<file path="src/rtl/skid_register_pkg.sv">
// rtl/skid_register_pkg.sv - shared types and constants for the two-entry skid register
package skid_register_pkg;

    typedef enum logic [1:0] {
        EMPTY = 2'd0,
        BUSY  = 2'd1,
        FULL  = 2'd2
    } state_e;

    localparam int COUNT_WIDTH = 16;

endpackage

</file>
<file path="src/rtl/skid_register.sv">
// rtl/skid_register.sv - two-entry skid register with registered in_ready/out_valid
// Optional output-transfer counter port xfer_count under macro SKID_REGISTER_STATS_EN.
module skid_register
    import skid_register_pkg::*;
#(
    parameter int WIDTH = 8
) (
    input  logic                   clk,
    input  logic                   rst,
    input  logic                   in_valid,
    output logic                   in_ready,
    input  logic [WIDTH-1:0]       in_data,
    output logic                   out_valid,
    input  logic                   out_ready,
    output logic [WIDTH-1:0]       out_data
`ifdef SKID_REGISTER_STATS_EN
    ,
    output logic [COUNT_WIDTH-1:0] xfer_count
`endif
);

    state_e           state_q, state_d;
    logic [WIDTH-1:0] main_q, main_d;
    logic [WIDTH-1:0] skid_q, skid_d;
    logic             in_ready_q, in_ready_d;
    logic             out_valid_q, out_valid_d;
    logic             in_xfer, out_xfer;

    assign in_xfer  = in_valid && in_ready_q;
    assign out_xfer = out_valid_q && out_ready;

    always_comb begin
        state_d = state_q;
        main_d  = main_q;
        skid_d  = skid_q;
        case (state_q)
            EMPTY: begin
                if (in_valid) begin
                    state_d = BUSY;
                    main_d  = in_data;
                end
            end
            BUSY: begin
                if (in_xfer && out_xfer) begin
                    main_d = in_data;
                end else if (in_xfer) begin
                    state_d = FULL;
                    skid_d  = in_data;
                end else if (out_xfer) begin
                    state_d = EMPTY;
                end
            end
            FULL: begin
                if (out_ready) begin
                    state_d = BUSY;
                    main_d  = skid_q;
                end
            end
            default: state_d = EMPTY;
        endcase
        // Handshake outputs are flops precomputed from the next state, so in_ready
        // has no combinational path from out_ready.
        in_ready_d  = (state_d != FULL);
        out_valid_d = (state_d != EMPTY);
    end

    always_ff @(posedge clk) begin
        if (rst) begin
            state_q     <= EMPTY;
            main_q      <= '0;
            skid_q      <= '0;
            in_ready_q  <= 1'b1;
            out_valid_q <= 1'b0;
        end else begin
            state_q     <= state_d;
            main_q      <= main_d;
            skid_q      <= skid_d;
            in_ready_q  <= in_ready_d;
            out_valid_q <= out_valid_d;
        end
    end

`ifdef SKID_REGISTER_STATS_EN
    logic [COUNT_WIDTH-1:0] xfer_count_q;

    always_ff @(posedge clk) begin
        if (rst) begin
            xfer_count_q <= '0;
        end else if (out_xfer) begin
            xfer_count_q <= xfer_count_q + 1'b1;
        end
    end

    assign xfer_count = xfer_count_q;
`endif

    assign in_ready  = in_ready_q;
    assign out_valid = out_valid_q;
    assign out_data  = main_q;

endmodule
</file>
<file path="config.mk">
export PLATFORM = sky130hd
export DESIGN_NAME = skid_register
export DESIGN_NICKNAME = d
export VERILOG_FILES = /design/src/rtl/skid_register_pkg.sv /design/src/rtl/skid_register.sv
export SDC_FILE = /design/constraint.sdc
export NUM_CORES = 1
export LEC_CHECK = 0
export ABC_AREA = 1
export ABC_CLOCK_PERIOD_IN_PS = 2100
export BUFFER_PORTS_ARGS = -buffer_cell sky130_fd_sc_hd__buf_2
export CAP_MARGIN = 20
export CORE_MARGIN = 5
export CORE_UTILIZATION = 40
export CTS_CLUSTER_SIZE = 24
export DETAILED_ROUTE_END_ITERATION = 6
export HOLD_SLACK_MARGIN = 0.15
export RECOVER_POWER = 100
export SYNTH_ARGS = -nofsm -noshare
export SYNTH_HDL_FRONTEND = slang
export SYNTH_SLANG_ARGS = --single-unit
</file>
<file path="constraint.sdc">
create_clock -name clk -period 2.1 [get_ports clk]
set_input_delay 0.21 -clock clk [delete_from_list [all_inputs] [get_ports clk]]
set_output_delay 0.21 -clock clk [all_outputs]
set_load 0.02 [all_outputs]
</file>
==> impl_metrics.csv, run 1 <==
group,metric,value,unit
sta,tightest_slew,0.542,ns
final_layout,fin_cells,180,
logic_synthesis,netlist_area,881,µm²
logic_synthesis,avgSynthCellArea,6.72,µm²
clock_network,clkLatencyLatePin,0.30,ns
flow_run,maxCapViolations,0,
placement,pre_cts_ws,0.819,ns
routing,ant_nets,0,
worst_hold_path,hold_path_class,"in -> reg",
sta,setup_ws,0.557,ns
clock_network,cts_resized,0,
logic_synthesis,yosysSeqAreaShare,0.455,
final_layout,diodes,0,
sta,finalHoldViolations,0,
grt,first_global_vias,655,
placement,place_area,996,µm²
logic_synthesis,synth_edf_count,0,
clock_network,cts_buffer_depth,2,
routing,drc,0,
sta,whs,0.202,ns
logic_synthesis,yosysMostFrequentCell,"nand2_1",
critical_path,cp.arrival,1.71,ns
clock_network,post_cts_buffers,0,
final_layout,nets,165,
clock_network,cts_tree,"yes",
sta,finalCritPeriodShare,0.735,
placement,place.gp.congestion,0.717,
routing,wl_per_cell,9.38,µm
routing,vias,799,
sta,max-slew-margin-rel,0.638,
floorplan,coreArea,0.00215,mm²
logic_synthesis,syn_inst,131,
floorplan,fp.dieH,56.9,µm
sta,setup_tns,0,ns
logic_synthesis,synth_top_area_share,0.455,
logic_synthesis,synthesis.nets,143,
sta,fmax,648,MHz
floorplan,initial_core_util,0.410,
final_layout,drive_gt1_frac,0.105,
logic_synthesis,synthTopCellsByArea,"dfxtp_1 45%, nand2_1 14%, inv_1 8.5%",
routing,vias_per_cell,4.44,
outcome,status,"completed",
grt,overflow,0,
floorplan,io_pins,22,
pwr,p_per_area,826,mW/mm²
final_layout,fill_cells,244,
sta,fin_skew,0.00596,ns
clock_network,h-tree-depth,1,
pwr,irDropWorstVdd,0.707,mV
critical_path,critPathKind,"reg -> reg",
logic_synthesis,netlist-cell-type-count,15,
critical_path,end_kind,"flop",
clock_network,cts_buffers,3,
placement,port_buffers,21,
floorplan,rows,17,
logic_synthesis,ys_ff_latch,20,
floorplan,fp.dieW,56.9,µm
clock_network,cts.clk_slew.worst_paths,0.11,ns
pwr,p_leak,0.000487,µW
logic_synthesis,synth_common_cells,"32 x nand2_1, 20 x dfxtp_1, 20 x inv_1",
grt,grt_usage,0.109,
routing,wl,1690,µm
critical_path,path_max_fanout,17,
placement,dp.cells,176,
sta,final_max_slew_viol_count,0,
routing,first_iter_violations,24,
logic_synthesis,ys.flop_type,"dfxtp_1",
logic_synthesis,synthArstFlopShare,0,
grt,grt_max_degree,19,
logic_synthesis,ys_warn_count,0,
sta,fin_crit,1.54,ns
routing,drt_first_pass_iters,4,
clock_network,clkSinkCount,20,
sta,setup_violations,0,
placement,hpwl,1230,µm
clock_network,root_buffer,"clkbuf_4",
sta,rsz0062_at_grt,"no",
grt,grt_antenna_before_repair,0,
critical_path,crit_path_start_kind,"flop",
floorplan,die_area,0.00324,mm²
final_layout,syn_to_final_growth,14.8,%
final_layout,final_cell_area,0.00101,mm²
grt,grt_pass1_wl,2770,µm
logic_synthesis,synth_top_area_cell,"dfxtp_1",
clock_network,cts_hold_buf,0,
critical_path,worst_ep_required_time,2.27,ns
==> registers in the layout, indices dropped and copies added, names as in the netlist <==
signal	count
in_ready	1
skid_q	8
state_q	2
out_valid	1
out_data	8
==> routing by layer <==
metal / global-route usage / vias up / part of all wire / wire length [µm]
li1: - / 446 / - / -
met1: 0.137 / 338 / 0.49 / 829
met2: 0.171 / 13 / 0.44 / 745
met3: 0.0437 / 2 / 0.056 / 95
met4: 0.0298 / 0 / 0.011 / 18
met5: 0 / - / 0 / 0
==> worst paths after layout <==
check,slack (ns),cells past startpoint,startpoint,to
worst min register to register,0.45,2,skid_q[3],skid_q[3]
worst max-delay path,0.56,5,state_q[0],skid_q[6]
worst min-delay path,0.20,3,in_data[3],skid_q[3]
worst max register to register,0.56,5,state_q[0],skid_q[6]
==> final cells by class <==
| cell class | count | area (µm²) | area share |
|---|---|---|---|
| clock buffer | 4 | 36.3 | 0.0359 |
| tap | 28 | 35.0 | 0.0347 |
| timing repair buffer | 21 | 92.6 | 0.0916 |
| inverter | 21 | 78.8 | 0.0780 |
| sequential | 20 | 400 | 0.396 |
| multi-input combinational | 86 | 368 | 0.364 |
==> critical path: stages, from the launching register on <==
cell and delay (ns):
dfxtp_1 0.42, inv_1 0.10, nor2_1 0.12, nand3b_1 0.39, o21ai_0 0.31, a21oi_1 0.07
==> per-stage QoR <==
step	utilization	power (µW)
3_5_place_dp	0.464	637
5_1_grt	0.471	892
4_1_cts	0.480	854
2_1_floorplan	-	588
3_3_place_gp	0.464	634
6_report	0.471	835
==> cells in the final DEF (no fill, tap or decap) <==
master / Yosys / final
a21oi_1: 8 / 8
buf_2: 2 / 11
clkbuf_1: 1 / 10
clkbuf_4: 0 / 3
clkbuf_8: 0 / 1
dfxtp_1: 20 / 20
inv_1: 20 / 21
nand2_1: 32 / 33
nand2_2: 2 / 1
nand3_1: 4 / 4
nand3b_1: 0 / 1
nor2_1: 19 / 20
o21ai_0: 8 / 11
o21ai_1: 11 / 8
==> logic make-up (layout without fill, tap and decap cells) <==
group / Yosys count / count (layout) / synth area share
buf+inv: 25 / 46 / 0.118
flops: 20 / 20 / 0.455
compound gates: 27 / 27 / 0.153
simple gates: 59 / 59 / 0.274
==> report_power, final <==
group | internal, µW | switching [µW]
Combinational | 57.2 | 124
Sequential | 418 | 18.0
Clock | 106 | 112
Total | 581 | 254
No activity file was read; power rests on OpenSTA's default activity.
==> inputs of run 2 (changes only) <==
--- a/config.mk
+++ b/config.mk
@@ -6,7 +6,7 @@
 export NUM_CORES = 1
 export LEC_CHECK = 0
 export ABC_AREA = 1
-export ABC_CLOCK_PERIOD_IN_PS = 2100
+export ABC_CLOCK_PERIOD_IN_PS = 1300
 export BUFFER_PORTS_ARGS = -buffer_cell sky130_fd_sc_hd__buf_2
 export CAP_MARGIN = 20
 export CORE_MARGIN = 5
@@ -14,6 +14,7 @@
 export CTS_CLUSTER_SIZE = 24
 export DETAILED_ROUTE_END_ITERATION = 6
 export HOLD_SLACK_MARGIN = 0.15
+export PLACE_DENSITY = 0.65
 export RECOVER_POWER = 100
 export SYNTH_ARGS = -nofsm -noshare
 export SYNTH_HDL_FRONTEND = slang
==> constraint.sdc (replaced) <==
create_clock -name clk -period 1.3 [get_ports clk]
set_input_delay 0.13 -clock clk [delete_from_list [all_inputs] [get_ports clk]]
set_output_delay 0.13 -clock clk [all_outputs]
set_load 0.02 [all_outputs]
==> run 2 against run 1 <==
Clock skew increased by 0.0010 ns. Wire length rose by 5.6%. Fmax is 31% higher. Hold slack worse by 0.045 ns. Highest routed layer unchanged. Combinational power increased by 85%. Power grew 59%. Sequential share of layout area is 3.3 points lower.
==> impl_metrics.csv, run 2 (synthesis gave the netlist of run 1 again) <==
group,metric,value,unit
outcome,status,"completed",
floorplan,rows,17,
grt,use_met1,0.156,
final_layout,mostFrequentLayoutCell,"nand2_1",
sta,fin_skew,0.00699,ns
routing,vias,839,
pwr,irDropWorstVdd,0.639,mV
critical_path,path_max_fanout,16,
grt,overflow,0,
flow_run,maxCapViolations,0,
routing,ant_nets,0,
routing,vias_per_cell,4.46,
grt,grt_pass1_wl,3150,µm
sta,rsz0062_at_grt,"no",
routing,wl,1780,µm
final_layout,diodes,0,
clock_network,cts_buffers,3,
critical_path,end_kind,"flop",
routing,wl_per_cell,9.48,µm
placement,place.gp.congestion,0.716,
floorplan,fp.dieW,56.9,µm
final_layout,syn_to_final_growth,25.9,%
sta,final_max_slew_viol_count,0,
floorplan,coreArea,0.00215,mm²
final_layout,nets,174,
critical_path,worst_ep_required_time,1.50,ns
placement,port_buffers,21,
sta,tightest_slew,0.327,ns
final_layout,drive_gt1_frac,0.144,
grt,grt_usage,0.121,
placement,dp.cells,178,
grt,busiest_layer,"met2",
grt,grt_max_degree,18,
final_layout,final_cell_area,0.00111,mm²
placement,hpwl,1300,µm
clock_network,cts.clk_slew.worst_paths,0.11,ns
grt,use_met2,0.186,
clock_network,h-tree-depth,1,
pwr,p_per_area,1200,mW/mm²
routing,drc,0,
critical_path,rrSetupSlack,0.12,ns
sta,setup_violations,0,
routing,first_iter_violations,15,
grt,grtUsageMet3,0.0391,
sta,setup_tns,0,ns
worst_hold_path,hold_path_class,"in -> reg",
clock_network,root_buffer,"clkbuf_4",
floorplan,io_pins,22,
sta,fmax,848,MHz
placement,place_area,0.00101,mm²
clock_network,cts_tree,"yes",
floorplan,fp.dieH,56.9,µm
critical_path,cp.arrival,1.38,ns
sta,fin_crit,1.18,ns
clock_network,clkSinkCount,20,
floorplan,initial_core_util,0.410,
critical_path,crit_path_start_kind,"flop",
clock_network,clkLatencyLatePin,0.30,ns
grt,grt_antenna_before_repair,0,
clock_network,cts_buffer_depth,2,
critical_path,critPathKind,"reg -> reg",
sta,max-slew-margin-rel,0.782,
pwr,p_leak,0.000535,µW
final_layout,fin_cells,188,
sta,finalHoldViolations,0,
floorplan,die_area,0.00324,mm²
routing,drt_first_pass_iters,4,
grt,first_global_vias,761,
sta,finalCritPeriodShare,0.907,
final_layout,final_cell_mix,"32 x nand2_1, 21 x inv_1, 19 x nor2_1, 18 x dfxtp_1, 12 x buf_2",
==> run 2: layout make-up <==
class,count,area [µm²]
Timing Repair Buffer,30,179
Multi-Input combinational cell,86,390
Inverter,21,78.8
Sequential cell,20,403
Tap cell,28,35.0
Clock buffer,3,22.5
Fill cell,232,1040
==> run 2: timing repair <==
| item | CTS | global route |
|---|---|---|
| resized for setup | 0 | 4 |
| endpoints found under the setup margin | 0 | 19 |
| setup buffers | 0 | 0 |
| hold endpoints to repair | 7 | 0 |
| hold buffers | 7 | 0 |
==> run 2: per-stage QoR <==
step / worst slack (ns) / utilization / total power (µW) / hold slack, ns
3_5_place_dp: 0.0293 / 0.471 / 1040 / 0.437
4_1_cts: 0.00493 / 0.514 / 1340 / 0.160
3_3_place_gp: 0.0876 / 0.471 / 1030 / 0.424
2_1_floorplan: 0.0412 / - / 951 / 0.291
6_report: 0.121 / 0.516 / 1330 / 0.157
5_1_grt: 0.00477 / 0.516 / 1430 / 0.155
==> run 2: path summary, 6_finish.rpt <==
kind         startpoint           to  cells after the start
max           out_valid  out_data[6]                      5
min          in_data[3]    skid_q[3]                      3
max reg2reg   out_valid  out_data[6]                      5
min reg2reg   skid_q[2]    skid_q[2]                      2
==> run 2: critical path, stage by stage, from the launching register on <==
cell     delay (ns)
dfxtp_1        0.34
nand2_1        0.14
o21ai_1        0.26
nand2_4        0.16
nor2_1         0.13
nor2_1         0.06
==> run 2: metal layers <==
metal,routed length (µm),part of all wire
met4,34,0.019
met2,773,0.43
met5,0,0
met3,97,0.054
met1,878,0.49
==> run 2: power breakdown <==
part / leakage, µW / total [µW] / switching (µW) / internal [µW]
clock: 0.0000138 / 292 / 184 / 108
sequential: 0.000165 / 703 / 26.5 / 676
combinational: 0.000356 / 334 / 215 / 120
total: 0.000535 / 1330 / 425 / 904
==> inputs of run 3 (changes only) <==
--- a/config.mk
+++ b/config.mk
@@ -15,7 +15,7 @@
 export DETAILED_ROUTE_END_ITERATION = 6
 export HOLD_SLACK_MARGIN = 0.15
 export PLACE_DENSITY = 0.65
-export RECOVER_POWER = 100
+export RECOVER_POWER = 50
 export SYNTH_ARGS = -nofsm -noshare
 export SYNTH_HDL_FRONTEND = slang
 export SYNTH_SLANG_ARGS = --single-unit
==> run 3 against run 2 <==
Cell area unchanged. Register-to-register slack about the same. Sequential share of layout area unchanged. Flip-flop and latch count unchanged. Combinational power about the same. Critical path depth unchanged. Hold slack unchanged. Clock-buffer cell count unchanged. Via count unchanged. Global-route usage unchanged. Clock skew unchanged. Critical endpoint unchanged. Largest power group unchanged. Highest routed layer unchanged.
==> impl_metrics.csv, run 3 (synthesis gave the netlist of run 1 again) <==
group,metric,value,unit
sta,setup_tns,0,ns
critical_path,path_max_fanout,16,
grt,first_global_vias,761,
critical_path,cp_num_buf_inv,0,
clock_network,cts_buffer_depth,2,
routing,first_iter_violations,15,
placement,port_buffers,21,
clock_network,root_buffer,"clkbuf_4",
worst_hold_path,hold_path_class,"in -> reg",
critical_path,crit_top_cell,"nor2_1",
sta,max-slew-margin-rel,0.782,
sta,rsz0062_at_grt,"no",
critical_path,cp.arrival,1.38,ns
final_layout,fill_cells,232,
sta,finalCritPeriodShare,0.906,
routing,drt_first_pass_iters,4,
critical_path,worst_ep_required_time,1.50,ns
pwr,p_leak,0.000535,µW
sta,finalHoldViolations,0,
floorplan,io_pins,22,
sta,final_max_slew_viol_count,0,
floorplan,coreArea,0.00215,mm²
routing,wl,1780,µm
critical_path,end_kind,"flop",
final_layout,mostFrequentLayoutCell,"nand2_1",
routing,vias,839,
grt,use_met1,0.156,
final_layout,diodes,0,
final_layout,final_cell_mix,"32 x nand2_1, 20 x inv_1, 19 x nor2_1, 18 x dfxtp_1, 12 x buf_2",
final_layout,seq_area,403,µm²
critical_path,cp_top_family,"simple AND/OR/NAND/NOR gates",
floorplan,rows,17,
critical_path,slowest_delay,0.34,ns
floorplan,die_area,0.00324,mm²
floorplan,fp.dieH,56.9,µm
clock_network,cts_tree,"yes",
critical_path,crit_chain,"nand2_1 > o21ai_1 > nand2_4 > nor2_1 > nor2_1",
clock_network,clkLatencyLatePin,0.30,ns
final_layout,multi_input_area,390,µm²
clock_network,cts_buffers,3,
final_layout,syn_to_final_growth,25.9,%
final_layout,nets,174,
clock_network,h-tree-depth,1,
clock_network,cts.clk_slew.worst_paths,0.11,ns
clock_network,clkSinkCount,20,
critical_path,crit_path_start_kind,"flop",
routing,drc,0,
placement,place.gp.congestion,0.716,
routing,ant_nets,0,
routing,vias_per_cell,4.46,
floorplan,initial_core_util,0.410,
grt,grt_pass1_wl,3150,µm
grt,grt_max_degree,18,
outcome,status,"completed",
grt,grtUsageMet3,0.0391,
critical_path,crit_slowest_cell,"dfxtp_1",
sta,fin_crit,1.18,ns
flow_run,maxCapViolations,0,
critical_path,critPathKind,"reg -> reg",
grt,overflow,0,
critical_path,rrSetupSlack,0.12,ns
grt,grt_usage,0.121,
sta,fin_skew,0.00699,ns
pwr,irDropWorstVdd,0.639,mV
final_layout,drive_gt1_frac,0.150,
grt,busiest_layer,"met2",
sta,setup_violations,0,
sta,whs,0.157,ns
pwr,p_per_area,1200,mW/mm²
routing,wl_per_cell,9.48,µm
sta,tightest_slew,0.327,ns
floorplan,fp.dieW,56.9,µm
grt,use_met2,0.186,
sta,fmax,849,MHz
clock_network,post_cts_buffers,0,
grt,grt_antenna_before_repair,0,
placement,hpwl,1300,µm
## run 3: path summary, 6_finish.rpt
check             startpoint          end  cells after the start
setup / recovery   out_valid  out_data[6]                      5
hold / removal    in_data[3]    skid_q[3]                      3
hold reg to reg    skid_q[2]    skid_q[2]                      2
setup reg to reg   out_valid  out_data[6]                      5
## run 3: stage by stage
step / total power, µW / utilization / std cells / setup WS [ns] / instance area, µm²
floorplan: 951 / - / 131 / 0.0412 / 881
CTS: 1340 / 0.514 / 188 / 0.00493 / 1100
finish: 1330 / 0.516 / 188 / 0.122 / 1110
global route: 1430 / 0.516 / 188 / 0.00477 / 1110
detailed placement: 1040 / 0.471 / 178 / 0.0293 / 1010
global placement: 1030 / 0.471 / 178 / 0.0876 / 1010
## run 3: repair_timing
| action | 4_1_cts | 5_1_grt |
|---|---|---|
| gates resized for setup | 0 | 4 |
| endpoints found under the hold margin | 7 | 0 |
| setup endpoints to repair | 0 | 19 |
| hold buffers | 7 | 0 |
## run 3: cell type report
| type | count | share of cell area |
|---|---|---|
| tap | 28 | 0.0316 |
| sequential | 20 | 0.363 |
| clock buffer | 3 | 0.0203 |
| inverter | 21 | 0.0711 |
| multi-input combinational | 86 | 0.352 |
| timing repair buffer | 30 | 0.161 |
## run 3: worst min-delay path, cell delays in order
cell and delay [ns]:
buf_2 0.08, o21ai_0 0.07, a21oi_1 0.13
## run 3: layer usage
layer | part of all wire | vias up
met5 | 0 | -
li1 | - | 461
met3 | 0.054 | 5
met4 | 0.019 | 0
met1 | 0.49 | 356
met2 | 0.43 | 17
## run 3: report_power, final
| group | switching (µW) | internal [µW] | total, µW |
|---|---|---|---|
| Sequential | 27.0 | 676 | 703 |
| Clock | 184 | 108 | 292 |
| Combinational | 214 | 120 | 334 |
